File: src/rtl/loop_filter_pi_gear_if.sv
// rtl/loop_filter_pi_gear_if.sv - phase-sample in / control-word out bundle for the PI loop filter
interface loop_filter_pi_gear_if #(
  parameter int OUT_W = 20
);
  logic             pd_valid;
  logic             pd_early;
  logic             freeze;
  logic [OUT_W-1:0] ctrl_out;
  logic             ctrl_valid;
  logic             locked;

  modport master (
    output pd_valid, pd_early, freeze,
    input  ctrl_out, ctrl_valid, locked
  );

  modport slave (
    input  pd_valid, pd_early, freeze,
    output ctrl_out, ctrl_valid, locked
  );
endinterface

File: src/rtl/loop_filter_pi_gear.sv
// rtl/loop_filter_pi_gear.sv - gear-shifting bang-bang PI loop filter with lock detector
module loop_filter_pi_gear #(
  parameter int OUT_W      = 20,
  parameter int INIT_WORD  = 2 ** (OUT_W - 1),
  parameter int KP_ACQ     = 500,
  parameter int KI_ACQ     = 100,
  parameter int KP_TRK     = 125,
  parameter int KI_TRK     = 25,
  parameter int LOCK_CNT   = 64,
  parameter int UNLOCK_RUN = 16
) (
  input logic                  clk,
  input logic                  rst_n,
  loop_filter_pi_gear_if.slave bus
);

  typedef enum logic {ACQ = 1'b0, TRACK = 1'b1} state_t;

  localparam logic [OUT_W-1:0] INIT_V   = OUT_W'(INIT_WORD);
  localparam logic [7:0]       LOCK_V   = 8'(LOCK_CNT);
  localparam logic [7:0]       UNLOCK_V = 8'(UNLOCK_RUN);

  state_t           state;
  logic [OUT_W-1:0] integ;
  logic [OUT_W-1:0] ctrl_q;
  logic             valid_q;
  logic             locked_q;
  logic [7:0]       alt_cnt;
  logic [7:0]       run_cnt;
  logic             prev_valid;
  logic             prev_sign;

  logic             accept;
  logic [OUT_W-1:0] kp;
  logic [OUT_W-1:0] ki;
  logic [OUT_W:0]   integ_up;
  logic [OUT_W-1:0] integ_n;
  logic [OUT_W:0]   ctrl_up;
  logic [OUT_W-1:0] ctrl_n;
  logic [7:0]       alt_inc;
  logic [7:0]       run_inc;

  always_comb begin
    accept   = bus.pd_valid & ~bus.freeze;
    kp       = (state == ACQ) ? OUT_W'(KP_ACQ) : OUT_W'(KP_TRK);
    ki       = (state == ACQ) ? OUT_W'(KI_ACQ) : OUT_W'(KI_TRK);
    // One extra bit on the sums exposes overflow so the clamp can catch it.
    integ_up = {1'b0, integ} + {1'b0, ki};
    if (bus.pd_early) begin
      integ_n = integ_up[OUT_W] ? '1 : integ_up[OUT_W-1:0];
    end else begin
      integ_n = (integ >= ki) ? (integ - ki) : '0;
    end
    ctrl_up = {1'b0, integ_n} + {1'b0, kp};
    if (bus.pd_early) begin
      ctrl_n = ctrl_up[OUT_W] ? '1 : ctrl_up[OUT_W-1:0];
    end else begin
      ctrl_n = (integ_n >= kp) ? (integ_n - kp) : '0;
    end
    alt_inc = (alt_cnt == 8'hFF) ? alt_cnt : alt_cnt + 8'd1;
    run_inc = (run_cnt == 8'hFF) ? run_cnt : run_cnt + 8'd1;
  end

  always_ff @(posedge clk) begin
    if (!rst_n) begin
      state      <= ACQ;
      integ      <= INIT_V;
      ctrl_q     <= INIT_V;
      valid_q    <= 1'b0;
      locked_q   <= 1'b0;
      alt_cnt    <= 8'd0;
      run_cnt    <= 8'd0;
      prev_valid <= 1'b0;
      prev_sign  <= 1'b0;
    end else begin
      valid_q <= accept;
      if (accept) begin
        integ      <= integ_n;
        ctrl_q     <= ctrl_n;
        prev_valid <= 1'b1;
        prev_sign  <= bus.pd_early;
        if (prev_valid) begin
          if (bus.pd_early != prev_sign) begin
            alt_cnt <= alt_inc;
            run_cnt <= 8'd0;
            if (state == ACQ && alt_inc == LOCK_V) begin
              state    <= TRACK;
              locked_q <= 1'b1;
            end
          end else begin
            run_cnt <= run_inc;
            alt_cnt <= 8'd0;
            if (state == TRACK && run_inc == UNLOCK_V) begin
              state    <= ACQ;
              locked_q <= 1'b0;
            end
          end
        end
      end
    end
  end

  assign bus.ctrl_out   = ctrl_q;
  assign bus.ctrl_valid = valid_q;
  assign bus.locked     = locked_q;

endmodule

File: src/flat_wrapper.sv
// flat-port wrapper written by rule: the top's interface ports become plain ports
module loop_filter_pi_gear_flat 
#(
  parameter int OUT_W      = 20,
  parameter int INIT_WORD  = 2 ** (OUT_W - 1),
  parameter int KP_ACQ     = 500,
  parameter int KI_ACQ     = 100,
  parameter int KP_TRK     = 125,
  parameter int KI_TRK     = 25,
  parameter int LOCK_CNT   = 64,
  parameter int UNLOCK_RUN = 16
)
  (clk, rst_n, bus_pd_valid, bus_pd_early, bus_freeze, bus_ctrl_out, bus_ctrl_valid, bus_locked);
  loop_filter_pi_gear_if #(.OUT_W(OUT_W)) bus_i ();
  input logic clk;
  input logic rst_n;
  input wire logic [$bits(bus_i.pd_valid)-1:0] bus_pd_valid;
  input wire logic [$bits(bus_i.pd_early)-1:0] bus_pd_early;
  input wire logic [$bits(bus_i.freeze)-1:0] bus_freeze;
  output wire logic [$bits(bus_i.ctrl_out)-1:0] bus_ctrl_out;
  output wire logic [$bits(bus_i.ctrl_valid)-1:0] bus_ctrl_valid;
  output wire logic [$bits(bus_i.locked)-1:0] bus_locked;
  assign bus_i.pd_valid = bus_pd_valid;
  assign bus_i.pd_early = bus_pd_early;
  assign bus_i.freeze = bus_freeze;
  assign bus_ctrl_out = bus_i.ctrl_out;
  assign bus_ctrl_valid = bus_i.ctrl_valid;
  assign bus_locked = bus_i.locked;
  loop_filter_pi_gear #(.OUT_W(OUT_W), .INIT_WORD(INIT_WORD), .KP_ACQ(KP_ACQ), .KI_ACQ(KI_ACQ), .KP_TRK(KP_TRK), .KI_TRK(KI_TRK), .LOCK_CNT(LOCK_CNT), .UNLOCK_RUN(UNLOCK_RUN)) u_core (.clk(clk), .rst_n(rst_n), .bus(bus_i));
endmodule
File: config.mk
export PLATFORM = sky130hd
export DESIGN_NAME = loop_filter_pi_gear_flat
export DESIGN_NICKNAME = d
export VERILOG_FILES = /design/src/rtl/loop_filter_pi_gear_if.sv /design/src/rtl/loop_filter_pi_gear.sv /design/src/flat_wrapper.sv
export SDC_FILE = /design/constraint.sdc
export NUM_CORES = 1
export LEC_CHECK = 0
export BUFFER_PORTS_ARGS = -buffer_cell sky130_fd_sc_hd__buf_2
export CAP_MARGIN = 10
export CORE_UTILIZATION = 53
export CTS_CLUSTER_DIAMETER = 60
export CTS_CLUSTER_SIZE = 40
export DETAILED_ROUTE_END_ITERATION = 8
export GPL_TIMING_DRIVEN = 0
export PLACE_DENSITY = 0.68
export SYNTH_ARGS = -nofsm -noshare
export SYNTH_HDL_FRONTEND = slang
export SYNTH_SLANG_ARGS = --single-unit
File: constraint.sdc
create_clock -name clk -period 4.9 [get_ports clk]
set_input_delay 0.98 -clock clk [delete_from_list [all_inputs] [get_ports clk]]
set_output_delay 0.98 -clock clk [all_outputs]
set_load 0.05 [all_outputs]
[After elaboration in Yosys (flattened, before gate mapping)]
Index checks and enable logic that the tools add are counted.
Storage, ports and cells
  output and inout port bits: 22
  bits of input ports: 5
  word-level logic and storage cells: 45
  flip-flop bits (word level): 60
Operators by class
  bitwise logic cells: 3
  reductions and logical operators: 5
  $add $sub $neg: 6
  multiplexer cells: 15
  $lt $le $gt $ge: 2
  equal/unequal tests: 6
Operators by type and width (count)
  2-to-1 mux 20 bit: 6
  adder 20 x 20 -> 21 bit: 2
  greater-or-equal comparator 20 bit: 2
  subtractor 20 bit: 2
  2-to-1 mux 8 bit: 4
  adder 8 x 1 -> 8 bit (second input constant): 2
  == test 8 bit (second input constant): 2
  2-to-1 mux 9 bit: 1
  == test 8 x 5 -> 1 bit (second input constant): 1
  == test 8 x 7 -> 1 bit (second input constant): 1
  2-to-1 mux 7 bit: 1
  AND reduction 4 bit: 1
  2-to-1 mux 1 bit: 3
  logical AND 1 bit: 2
  != test 2 bit (second input constant): 1
  NOT 1 bit: 2
  AND reduction 2 bit: 1
  nonzero test 2 bit: 1
  AND 1 bit: 1
  != test 1 bit: 1

[Depth between registers and ports, before layout]
  depth after elaboration: 7
  gate-level depth with buffers: 20
  mapped depth without buffers: 20

[Least setup slack after synthesis]
No wires, ideal clock.
  path type: flip-flop to flip-flop
  from: register u_core.state
  to: register u_core.ctrl_q[19] (netlist: u_core.bus.ctrl_out[19])
  period minus slack after synthesis: 5.010 ns
  cell stages (with the launch flop): 19
  setup time: 0.082 ns
  required time: 4.818 ns
  path buffers: 2
  data arrival time: 4.928 ns
  slack: -0.110 ns
  cells stage by stage: dfxtp_1 > inv_1 > ha_1 > buf_2 > a211oi_1 > nor4_2 > o211ai_2 > nand2_1 > o21ai_0 > mux2_2 > nor2_1 > ha_1 > buf_2 > nor2_1 > nand3_1 > o211ai_1 > and4bb_4 > or4_1 > o2111ai_1
Between the ends
  word-level cells in the longest chain between the ends: 7
  elaborated cells on any way between the ends: 14
  classes of those cells: add/sub: 4; order compare: 2; mux: 8
RTL lines
  start: declaration: line loop_filter_pi_gear.sv:23  | state_t state;
  start signal: assignment: line loop_filter_pi_gear.sv:66  | state <= ACQ;
  start signal: assignment: line loop_filter_pi_gear.sv:87  | state <= TRACK;
  start signal: assignment: line loop_filter_pi_gear.sv:94  | state <= ACQ;
  2-to-1 mux 7 bit *: line loop_filter_pi_gear.sv:46  | ki = (state == ACQ) ? OUT_W'(KI_ACQ) : OUT_W'(KI_TRK);
  subtractor 20 bit, or another cell as far along: line loop_filter_pi_gear.sv:52  | integ_n = (integ >= ki) ? (integ - ki) : '0;
  2-to-1 mux 20 bit, on equally long branches: line loop_filter_pi_gear.sv:52, loop_filter_pi_gear.sv:50
  2-to-1 mux 20 bit *: line loop_filter_pi_gear.sv:49  | if (bus.pd_early) begin
  net u_core.integ_n[7]: line loop_filter_pi_gear.sv:37  | logic [OUT_W-1:0] integ_n;
  subtractor 20 bit, or another cell as far along: line loop_filter_pi_gear.sv:58  | ctrl_n = (integ_n >= kp) ? (integ_n - kp) : '0;
  2-to-1 mux 20 bit, on equally long branches: line loop_filter_pi_gear.sv:58, loop_filter_pi_gear.sv:56
  2-to-1 mux 20 bit *: line loop_filter_pi_gear.sv:55  | if (bus.pd_early) begin
  end signal: assignment: line loop_filter_pi_gear.sv:79  | ctrl_q <= ctrl_n;
  end: declaration: line loop_filter_pi_gear.sv:25  | logic [OUT_W-1:0] ctrl_q;
The timed path passes the listed nets; every way through them passes the cells marked *.
A chain may end at the register's enable or synchronous reset.

[Worst setup path in the final report]
  from: register u_core.state
  to: register u_core.ctrl_q[8] (netlist: u_core.bus.ctrl_out[8])
Same word-level chain as after synthesis.

==> impl_summary.txt <==
----------------------------------------------------
[Yosys]
  Area share of the leading cell type in the synthesized netlist ... 0.209
  Most frequently used flop master after synthesis ... dfxtp_1
  Synthesis-stage register bit count ... 60
  Portion of the post-synthesis area used by sequential elements ... 0.209
  Cells after synthesis ... just over 700
  Main combinational cell family by area after synthesis ... simple AND/OR/NAND/NOR gates
  Number of unique standard cell types used by synthesis ... ~100
  Xor-xnor portion of the synthesized cell area ... 0.0639
  Share of cell area taken by muxes after synthesis ... 0.0215
  Post-synthesis compound-gate area fraction ... 0.287
  Library cell occupying the most area in the post-synthesis netlist ... dfxtp_1
  Synth async-reset ratio ... 0
  Average cell area after synthesis ... roughly 8 sq um
  Top cells by area, synth ... dfxtp_1 21%, ha_1 5.6%, nand2_1 5.1%
  Simple-gate portion of the synthesized area ... 0.288
  Number of flops mapped to enable cells by yosys ... 0
  Warning count from the yosys run ... 0
  Count leader, synth ... nand2_1
  Net count after synthesis ... roughly 750
  Post-synthesis adder-cell area fraction ... 0.0565
  Cell types with the highest counts after synthesis ... 79 x nand2_1, 60 x dfxtp_1, 44 x nor2_1, 44 x o21ai_0, 32 x xnor2_1
  Post-Synthesis Cell Area ... 0.00576 sq mm

[Final layout]
  Post-layout nets ... approximately 800
  Area Overhead vs Synth ... 12.8%
  Fraction of final layout cells sized beyond drive strength 1 ... 0.183
  Number of filler instances in the final layout ... 950
  Ant. Diodes ... 0
  Non-Filler Instances ... just over 900
  Post-route core utilization ... 0.624

[Die]
  Die outline height ... approximately 110 um
  Horizontal extent of the die ... 106 um
  Number of top-level pins ... 27
  Starting Density ... 0.553
  Placeable core region ... approximately 0.010 sq mm
  Count of standard-cell rows ... 37
  Die Outline Area ... ~0.011 sq mm

[Global routing]
  Antenna violations before repair ... 0
  Maximum number of pins on one net before global-route repair ... 11
  Total congestion overflow ... 0
  Global-route wire length before repair ... 28500 um
  Via count of the first global-routing pass ... 5332
  Total routing usage reported by global routing ... 0.325

[STA]
  Worst hold-check slack ... between 0.4 and 0.5 ns
  Layout Skew ... 0.0137 ns
  Post-layout min period ... approximately 4.8 ns
  Max-slew headroom ... 0.354
  Final setup vio count ... 0
  Number of hold violations in the final report ... 0
  Max-slew violation total from the final report ... 0
  Part of the cycle the worst path needs ... 0.970
  Slew of the pin with the lowest slew margin ... about 0.94 ns
  Highest attainable clock frequency ... between 200 and 250 MHz

[Clocking]
  TritonCTS clock tree ... done
  Clock latency on the worst-skew pair ... between 0.3 and 0.4 ns
  Clock Sinks ... 60
  Clock-pin slew reported for the worst setup and hold paths after clock tree synthesis ... about 0.070 ns
  Number of buffers added by the clock tree synthesis step ... 9
  Maximum level of the CTS H-tree ... 3
  Buffer type at the clock tree root ... clkbuf_8
  Number of hold buffers added after CTS ... 0
  Maximum count of clock buffers along a single path ... 2

[Critical path]
  Largest fanout of any net on the critical path ... 10
  Crit path required time ... 5.18 ns
  Startpoint class of the critical path ... flip-flop
  Worst setup EP type ... flip-flop
  Critical path arrival ... between 5 and 6 ns
  Setup Crit Path Kind ... reg -> reg

[Pwr]
  Worst voltage drop across the vdd grid ... 0.000213 V
  Power per cell area ... 256 mW/mm^2
  Leakage ... 2.68 nW
  Total power ... ~0.0017 W

[Route]
  Number of DRC markers in iteration 0 ... 657
  Via count of the routed design ... 5897
  Initial DRT Pass Iterations ... 6
  Avg Vias per Cell ... 6.47
  Post-detailed-route count of antenna-violating nets ... 0
  DRC Markers ... 0
  Routed WL per cell ... slightly below 20 um
  Aggregate routed wire length ... around 18000 um

[Hold path]
  Kind of path behind the tightest hold check ... reg -> reg

[Placed design]
  Routability Congestion ... between 0.9 and 1
  Placed cells ... 884
  Half-perimeter wire length of the detailed placement result ... 13600 um
  Count of input and output buffers ... 25

[Run status]
  Result of the run ... finished clean

[Run]
  Number of max-capacitance violations reported ... 0

----------------------------------------------------
[stage by stage]
| step | cell area, sq um | setup WS (ns) | setup TNS (ns) |
|---|---|---|---|
| detailed placement | 6060 | -0.818 | -13.69 |
| CTS | 6330 | 0.0253 | 0 |
| global placement | 6060 | -0.755 | -12.80 |
| finish | 6490 | 0.149 | 0 |
| floorplan | 5760 | 0.255 | 0 |
| global route | 6490 | -0.0133 | -0.0444 |
[report_power, final]
| group | switching [W] | internal, W | leakage, nW |
|---|---|---|---|
| clock network | 0.000197 | 0.000275 | 0.103 |
| registers | 0.0000165 | 0.000512 | 0.490 |
| logic | 0.000416 | 0.000243 | 2.09 |
| total | 0.000629 | 0.00103 | 2.68 |
[cells by family after synthesis]
kind of cell | Yosys count
multiplexers | 12
AND/OR/NAND/NOR | 297
AO/OA/AOI/OAI | 217
buffers and inverters | 69
flip-flops | 60
XOR/XNOR | 42
adder cells (fa/ha/maj) | 26
[flip-flops by register name, summed over array words and instances, names as in the netlist]
register / count
u_core.run_cnt: 8
u_core.integ: 20
u_core.bus.ctrl_out: 20
u_core.alt_cnt: 8
u_core.bus.ctrl_valid: 1
u_core.state: 1
u_core.prev_valid: 1
u_core.prev_sign: 1
[worst paths after layout]
kind                        endpoint                    start  slack, ns  cells past startpoint
max           u_core.bus.ctrl_out[8]             u_core.state       0.15                     18
min          u_core.bus.ctrl_out[16]  u_core.bus.ctrl_out[16]       0.44                      2
max reg2reg   u_core.bus.ctrl_out[8]             u_core.state       0.15                     18
min reg2reg  u_core.bus.ctrl_out[16]  u_core.bus.ctrl_out[16]       0.44                      2
[final cells by class]
type                            instances  area, sq um  area share
Sequential cell                        60         1200       0.186
Clock inverter                          1         30.0     0.00462
Timing Repair Buffer                   37          215      0.0331
Multi-Input combinational cell        594         4260       0.656
Buffer                                 45          349      0.0537
Clock buffer                           14          173      0.0266
Tap cell                              136          170      0.0262
Inverter                               24         93.8      0.0144
[worst max-delay path, cell delays in order (launching register included)]
cell and delay, ns:
dfxtp_4 0.38, clkinvlp_4 0.17, ha_1 0.37, clkbuf_4 0.22, inv_1 0.15, o31ai_4 0.44
o211a_1 0.37, o221ai_1 0.14, a21oi_1 0.32, ha_1 0.31, bufbuf_16 0.27, nor2_1 0.08
nand3_1 0.18, o211ai_1 0.40, and4bb_4 0.28, nor2_4 0.19, buf_4 0.21, a22oi_1 0.09
nand2_1 0.10
[timing repair]
item,CTS,global route
gates resized for setup,8,24
pin swaps,2,6
setup endpoints to repair,20,20
cloned,0,0
buffers inserted,4,8
[cells in the final DEF, fill, tap and decap left out, drive strengths merged, types with 9 or more instances in the layout]
cell / count
nand3: 30
xnor2: 32
o211ai: 14
o21a: 11
a22oi: 13
and2: 9
a21boi: 12
buf: 56
nor3: 29
o211a: 9
ha: 26
nor3b: 10
nor4: 11
xor2: 10
o21ai: 46
nor2b: 16
o31ai: 9
and3: 13
a21oi: 30
mux2i: 9
nand4: 12
dfxtp: 60
clkbuf: 38
nand2: 81
nor2: 48
inv: 23
[metal layers]
layer | GRT usage | wire (um) | part of all wire | vias to the layer above
li1 | - | - | - | 2802
met1 | 0.421 | 7860 | 0.44 | 2788
met2 | 0.528 | 8340 | 0.46 | 264
met3 | 0.0638 | 1280 | 0.071 | 43
met4 | 0.126 | 556 | 0.031 | 0
met5 | 0 | 0 | 0 | -
No activity file was read; power rests on OpenSTA's default activity.
